File: config.mk
export PLATFORM = sky130hd
export DESIGN_NAME = dmem_responder
export DESIGN_NICKNAME = d
export VERILOG_FILES = /design/src/rtl/dmem_pkg.sv /design/src/rtl/dmem_array.sv /design/src/rtl/dmem_responder.sv
export SDC_FILE = /design/constraint.sdc
export NUM_CORES = 2
export LEC_CHECK = 0
export ABC_AREA = 0
export CORE_MARGIN = 2
export CORE_UTILIZATION = 30
export DETAILED_ROUTE_END_ITERATION = 8
export DONT_BUFFER_PORTS = 1
export GPL_TIMING_DRIVEN = 0
export PLACE_DENSITY = 0.53
export SETUP_SLACK_MARGIN = 0.15
export SLEW_MARGIN = 0
export SYNTH_ARGS = -nofsm -noshare
export SYNTH_HDL_FRONTEND = slang
export SYNTH_HIERARCHICAL = 1
export SYNTH_SLANG_ARGS = --single-unit
File: constraint.sdc
create_clock -name clk -period 5.2 [get_ports clk]
set_input_delay 1.04 -clock clk [delete_from_list [all_inputs] [get_ports clk]]
set_output_delay 1.04 -clock clk [all_outputs]
set_load 0.03 [all_outputs]
File: src/rtl/dmem_pkg.sv
// Shared types and sizing helpers for the data-memory responder.
package dmem_pkg;

    typedef enum logic [1:0] {
        ST_IDLE = 2'd0,
        ST_WAIT = 2'd1,
        ST_DONE = 2'd2
    } state_e;

    localparam int unsigned DEF_DEPTH   = 64;
    localparam int unsigned DEF_LATENCY = 2;

    function automatic int unsigned addr_width(input int unsigned depth);
        return $clog2(depth);
    endfunction

    // Counter only ever holds LATENCY-2, so size it for that value.
    function automatic int unsigned cnt_width(input int unsigned lat);
        return (lat > 2) ? $clog2(lat - 1) : 1;
    endfunction

endpackage

File: src/rtl/dmem_array.sv
// Single-port word RAM: synchronous write, registered read, no storage reset.
module dmem_array #(
    parameter int unsigned DEPTH = 64,
    parameter int unsigned AW    = 6
) (
    input  logic          clk,
    input  logic          rst_n,
    input  logic          en,
    input  logic          we,
    input  logic          clr,
    input  logic [AW-1:0] addr,
    input  logic [31:0]   wdata,
    output logic [31:0]   rdata
);

    logic [31:0] mem_q [DEPTH];
    logic [31:0] rdata_d;
    logic [31:0] rdata_q;

    always_ff @(posedge clk) begin
        if (en && we) begin
            mem_q[addr] <= wdata;
        end
    end

    // Read register holds between accesses; clr forces a zero response.
    always_comb begin
        rdata_d = rdata_q;
        if (clr) begin
            rdata_d = '0;
        end else if (en && !we) begin
            rdata_d = mem_q[addr];
        end
    end

    always_ff @(posedge clk or negedge rst_n) begin
        if (!rst_n) begin
            rdata_q <= '0;
        end else begin
            rdata_q <= rdata_d;
        end
    end

    assign rdata = rdata_q;

endmodule

File: src/rtl/dmem_responder.sv
// Latency-modelling responder for the data-memory port: one access at a time,
// done pulse on completion, misaligned accesses flagged and suppressed.
module dmem_responder
    import dmem_pkg::*;
#(
    parameter int unsigned DEPTH   = DEF_DEPTH,
    parameter int unsigned LATENCY = DEF_LATENCY
) (
    input  logic        clk,
    input  logic        reset,
    input  logic        req,
    input  logic        we,
    input  logic [31:0] addr,
    input  logic [31:0] wdata,
    output logic        ready,
    output logic        done,
    output logic [31:0] rdata,
    output logic        err
);

    localparam int unsigned AW = addr_width(DEPTH);
    localparam int unsigned CW = cnt_width(LATENCY);
    localparam logic [CW-1:0] CNT_INIT =
        (LATENCY > 1) ? CW'(LATENCY - 2) : '0;

    state_e        state_q, state_d;
    logic [CW-1:0] cnt_q, cnt_d;
    logic          we_q, we_d;
    logic [AW+1:0] addr_q, addr_d;
    logic [31:0]   wdata_q, wdata_d;
    logic          err_q, err_d;

    logic          go_done;
    logic          acc_we;
    logic [AW+1:0] acc_addr;
    logic [31:0]   acc_wdata;
    logic          aligned;
    logic          unused_addr;

    assign unused_addr = ^addr;

    // With LATENCY==1 the access completes on the accept edge itself,
    // before the request latch has captured anything.
    always_comb begin
        if (state_q == ST_IDLE) begin
            acc_we    = we;
            acc_addr  = addr[AW+1:0];
            acc_wdata = wdata;
        end else begin
            acc_we    = we_q;
            acc_addr  = addr_q;
            acc_wdata = wdata_q;
        end
    end

    assign aligned = (acc_addr[1:0] == 2'b00);

    always_comb begin
        state_d = state_q;
        cnt_d   = cnt_q;
        we_d    = we_q;
        addr_d  = addr_q;
        wdata_d = wdata_q;
        go_done = 1'b0;
        unique case (state_q)
            ST_IDLE: begin
                if (req) begin
                    we_d    = we;
                    addr_d  = addr[AW+1:0];
                    wdata_d = wdata;
                    if (LATENCY == 1) begin
                        state_d = ST_DONE;
                        go_done = 1'b1;
                    end else begin
                        state_d = ST_WAIT;
                        cnt_d   = CNT_INIT;
                    end
                end
            end
            ST_WAIT: begin
                if (cnt_q == '0) begin
                    state_d = ST_DONE;
                    go_done = 1'b1;
                end else begin
                    cnt_d = cnt_q - CW'(1);
                end
            end
            ST_DONE: begin
                state_d = ST_IDLE;
            end
            default: begin
                state_d = ST_IDLE;
            end
        endcase
        err_d = go_done ? !aligned : err_q;
    end

    always_ff @(posedge clk or negedge reset) begin
        if (!reset) begin
            state_q <= ST_IDLE;
            cnt_q   <= '0;
            we_q    <= 1'b0;
            addr_q  <= '0;
            wdata_q <= '0;
            err_q   <= 1'b0;
        end else begin
            state_q <= state_d;
            cnt_q   <= cnt_d;
            we_q    <= we_d;
            addr_q  <= addr_d;
            wdata_q <= wdata_d;
            err_q   <= err_d;
        end
    end

    dmem_array #(
        .DEPTH (DEPTH),
        .AW    (AW)
    ) u_array (
        .clk   (clk),
        .rst_n (reset),
        .en    (go_done && aligned && reset),
        .we    (acc_we),
        .clr   (go_done && !aligned),
        .addr  (acc_addr[AW+1:2]),
        .wdata (acc_wdata),
        .rdata (rdata)
    );

    assign ready = (state_q == ST_IDLE);
    assign done  = (state_q == ST_DONE);
    assign err   = err_q;

endmodule

# Yosys cells after proc, flatten, opt, wreduce, memory -nomap -nowiden
# Memory sizes are Yosys's and may differ from the RTL's.
# Cells that the tools add are included.
# classes
n_addsub	1
n_eq_ne	4
mux	15
reduce_logical	14
# op_table
operator	n
$mux 32	3
$mux 8	1
$mux 1	7
$reduce_and 2->1	3
$logic_and 1x1->1	5
$logic_not 2->1	2
$mux 2	2
$ne 2x2->1 const B	2
$pmux 2 s2	1
$reduce_bool 2->1	2
$eq 2x1->1 const B	1
$eq 2x2->1 const B	1
$logic_not 1->1	2
$pmux 1 s2	1
$sub 1x1->1 const B	1
# word_totals
regBits	77
ram_bits	2048
inputBits	68
out_inout_bits	35
elab_cells	42
memories	1
# memory_table
memory	words	word_bits	rd	rd_clocked_by_memory_dff	wr	line_no	source
u_array.mem_q	64	32	1	0	1	dmem_array.sv:16	logic [31:0] mem_q [DEPTH];

# Longest topological paths before layout
# depth
word_depth	8
ltp_mapped	14
ltp_nobuf	8

# Cells and area by module
# Netlist, hierarchy kept.
# modules_own_cells
mod	n_inst	cells_per_inst	area_per_inst_um2
dmem_array	1	4569	79521.3
dmem_responder	1	141	2133.3

# Least setup slack after synthesis
# Ideal clock, no wire load.
# synth_timing
path_kind	input to register
start	input addr[4]
end	memory u_array.mem_q[57][0], enable pin
t_arrival_ps	3998
slack_ps	781
stages	9
cell_sequence	mux2_2 buf_6 inv_2 buf_2 buf_2 buf_1 and3_1 nand2_1 nor2_1
# synth_between
elab_chain_len	1
# synth_lines
item	line_no	source
from (decl)	dmem_responder.sv:13	input logic [31:0] addr,
$mux 8	dmem_responder.sv:45	if (state_q == ST_IDLE) begin
to (decl)	dmem_array.sv:16	
# Every way passes these cells.

# Worst setup path after layout
# layout_timing
start	register state_q[1]
end	register u_array.rdata_q[25] (netlist: u_array/rdata[25])
# layout_rtl
item	line_no	source
from (decl)	dmem_responder.sv:26	state_e state_q, state_d;
from (signal assigned)	dmem_responder.sv:107	state_q <= state_d;
$logic_not 2->1	dmem_responder.sv:45	
$mux 8	dmem_responder.sv:45	
named net acc_addr[3]	dmem_responder.sv:35	logic [AW+1:0] acc_addr;
$mem_v2 64x32	--	
$mux 32	dmem_array.sv:31	end else if (en && !we) begin
$mux 32	dmem_array.sv:29	if (clr) begin
to (signal assigned)	dmem_array.sv:40	rdata_q <= rdata_d;
to (decl)	dmem_array.sv:18	logic [31:0] rdata_q;
# The timed path passes the listed nets, and every way through them passes these cells. The select of a mux whose other input is x is not followed.
# A chain may end at the register's enable or synchronous reset.

==> metrics.csv <==
metric,value,unit
clockRootBuffer,clkbuf_16,
cap_violations,1,
critical_path.max_fanout,10,
power.internal,30.89,mW
antenna_found_initial,24,
maxSlewHeadroom,-4.506,%
fmax,195.8,MHz
syn_nets,4778,
async_flop_share,3.578,%
violations,"capacitance limit, slew limit",
numPlacedInstances,8355,
r2r_setup_slack,0.09,ns
die_w,525.7,um
cp_data_required_time,5.98,ns
highest-signal-layer,met5,
dpl.hpwl,204.3,mm
hp-class,input port to async pin,
cts_buffers,213,
rsz0062_at_grt,yes,
status,finished with violations,
clock_latency,0.89,ns
initial_core_util,30.16,%
overflow,0,
path_cells,"nor2_1, buf_2, mux2_2, buf_4, nor2_4, buf_2, clkbuf_4, buf_2, a22oi_1, o221ai_1, a21oi_1, a31oi_1",
syn-mean-instance-area,17.34,um^2
synth_flop_cell,edfxtp_1,
worst_pin_slew,1.568,ns
grt_pass1_wl,412.7,mm
rr_worst_depth,12,
drive_above_1_share,19.05,%
routed_wl,307.7,mm
fin_crit_sh,98.21,%
port_buffers,0,
crit_path_end_kind,flip-flop,
wl_met3,36.67,mm
first_global_vias,48715,
htreeDepth,4,
cp-start-kind,flip-flop,
die-area,276400,um^2
tritoncts,built,
wl_per_cell,34.69,um
switching_share,31.83,%
synth.distinct_cells,71,
synthCells,4710,
netlist_area,81650,um^2
cp.arrival,5.89,ns
cts.clk_slew.worst_paths,0.06,ns
io_pins,103,
ys_warn_count,6,
p_comb_share,21.7,%
seqPwrFrac,44.5,%
clock_path_buffers,3,
cts.sinks,2124,
finalPower,45.31,mW
nFillCells,25142,
nets,5166,
rows,191,
period_needed,5.107,ns
drtIter0Drc,8286,
drt_pass1_iterations,9,
crit_type,flip-flop to flip-flop,
place.gp.congestion,0.9485,
dieHeight,525.7,um
yosysSeqAreaShare,77.65,%
vias_per_cell,5.807,
finClkSkew,0.04751,ns
postRouteAntennaNets,0,
cpMostUsedCell,buf_2,
syn_to_final_growth,18.87,%
peakVddDrop,0.4001,mV
grt_max_degree,77,
whs,0.07028,ns
finalHoldViolCount,0,
vias,51497,
power.switching,14.42,mW
setup_viol,0,
powerDensity,466.8,nW/um^2
p_clk_share,33.8,%
finalNonFillerCells,8868,
grt_usage,21.55,%
slew_viol_final,13,
synth_edf_count,2048,
drcViolationCount,0,
ys_seq_elements,2124,
crit_path_max_incr_delay,0.71,ns
p_leak,30.36,nW
core_area,270800,um^2
cp_slowest_cell,o221ai_1,
met2WireLength,137.3,mm
wl_met1,113.5,mm
critical path: cells and delay by family (launching register included):
family | cells | cell delay [ns]
AOI/OAI and AO/OA | 4 | 1.36
buffers and inverters | 5 | 2.03
DFF | 1 | 0.42
muxes | 1 | 0.52
and+or+nand+nor | 2 | 0.64
power groups by stage:
stage               Clock [mW]  Sequential (mW)  Combinational, mW
detailed placement           0             20.5               9.41
floorplan                    0             20.4               4.77
CTS                       15.5             20.2               9.47
global route              16.1             20.2               10.0
finish                    15.3             20.2               9.85
global placement             0             20.6               9.10
registers in the layout (all words and copies together) (netlist names):
name           cells
u_array/mem_q   2048
we_q               1
wdata_q           32
addr_q             8
state_q            2
err                1
u_array/rdata     32
cells by family (layout without fill, tap and decap cells):
family	after synthesis	in the layout	share of synthesized area (%)
AND/OR/NAND/NOR	517	517	3.031
AO/OA/AOI/OAI	1370	1370	12.57
flip-flops	2124	2124	77.65
multiplexers	322	322	4.389
other	0	12	0
buffers and inverters	377	953	2.361
final cells by class:
| cell class | instances | area [um^2] | area share (%) |
|---|---|---|---|
| multi-input combinational | 2209 | 17040 | 17.56 |
| timing repair buffer | 176 | 3243 | 3.341 |
| antenna | 12 | 30.03 | 0.03094 |
| tap | 3570 | 4467 | 4.602 |
| buffer | 370 | 1956 | 2.015 |
| clock inverter | 125 | 1245 | 1.283 |
| inverter | 4 | 15.01 | 0.01547 |
| clock buffer | 278 | 5667 | 5.838 |
| sequential | 2124 | 63400 | 65.32 |
metrics by stage:
stage | TNS (ns) | util, % | cell area (um^2) | setup slack, ns
2_1_floorplan | 0 | - | 81650 | 0.7812
5_1_grt | 0 | 35.84 | 97040 | 0.1094
3_3_place_gp | -4573.73 | 31.81 | 86120 | -2.907
3_5_place_dp | -421.30 | 32.62 | 88320 | -0.6930
6_report | 0 | 35.85 | 97070 | 0.09283
4_1_cts | 0 | 35.68 | 96610 | 0.03904
path summary, 6_finish.rpt:
kind	to	from
min in group clk	addr_q[6]$_DFFE_PN0P_	addr[6]
setup reg to reg	u_array/rdata[25]$_DFFE_PN0P_	state_q[1]$_DFFE_PN0P_
hold reg to reg	wdata_q[12]$_DFFE_PN0P_	wdata_q[12]$_DFFE_PN0P_
max in group asynchronous	wdata_q[13]$_DFFE_PN0P_	reset
setup / recovery	u_array/rdata[25]$_DFFE_PN0P_	state_q[1]$_DFFE_PN0P_
hold / removal	wdata_q[2]$_DFFE_PN0P_	reset
cell usage in the layout (no fill, tap or decap), types with 21 or more instances in the layout:
cell type,synthesis,routed
edfxtp_1,2048,2048
a22oi_1,372,372
a221oi_1,284,284
clkbuf_16,0,215
buf_2,191,189
nor2_1,218,153
clkbuf_1,110,150
mux2_2,165,136
mux2i_1,127,127
buf_12,0,120
o22ai_1,115,115
a21oi_1,108,108
a22o_1,106,106
o21ai_0,97,97
nand2_1,86,84
nor3_1,84,84
dfrtp_1,76,76
nor2_4,2,66
buf_4,22,57
o2bb2ai_1,46,46
clkinv_1,1,45
clkinv_2,0,43
a31oi_1,43,43
mux2_4,1,30
o21ai_1,26,26
a221o_1,26,26
or3_1,25,25
buf_6,24,24
a2bb2oi_1,24,24
buf_16,0,21
buf_1,25,21
synthesized netlist by cell type (46+ instances only):
cell / n / area, um^2
nor3_1: 84 / 420.4
mux2i_1: 127 / 1271
edfxtp_1: 2048 / 61500
nand2_1: 86 / 322.8
o21ai_0: 97 / 485.5
a22oi_1: 372 / 2793
a221oi_1: 284 / 2487
mux2_2: 165 / 1858
a22o_1: 106 / 928.4
buf_2: 191 / 955.9
o2bb2ai_1: 46 / 402.9
o22ai_1: 115 / 719.4
dfrtp_1: 76 / 1902
a21oi_1: 108 / 540.5
nor2_1: 218 / 818.3
clkbuf_1: 110 / 412.9
routing by layer:
layer	vias to the layer above	GRT usage, %
li1	20386	-
met1	26752	27.35
met4	10	12.01
met3	865	6.115
met5	-	0.4329
met2	3484	33.03
repair_timing:
action                                  in CTS  in global routing
hold buffers                                 1                  0
gates resized for setup                     11                 55
buffers inserted                            81                 18
cloned                                       0                  0
hold endpoints to repair                    76                  0
endpoints found under the setup margin    1617               1264
pin swaps                                   53                  9
Power figures use the tool's default switching activity.
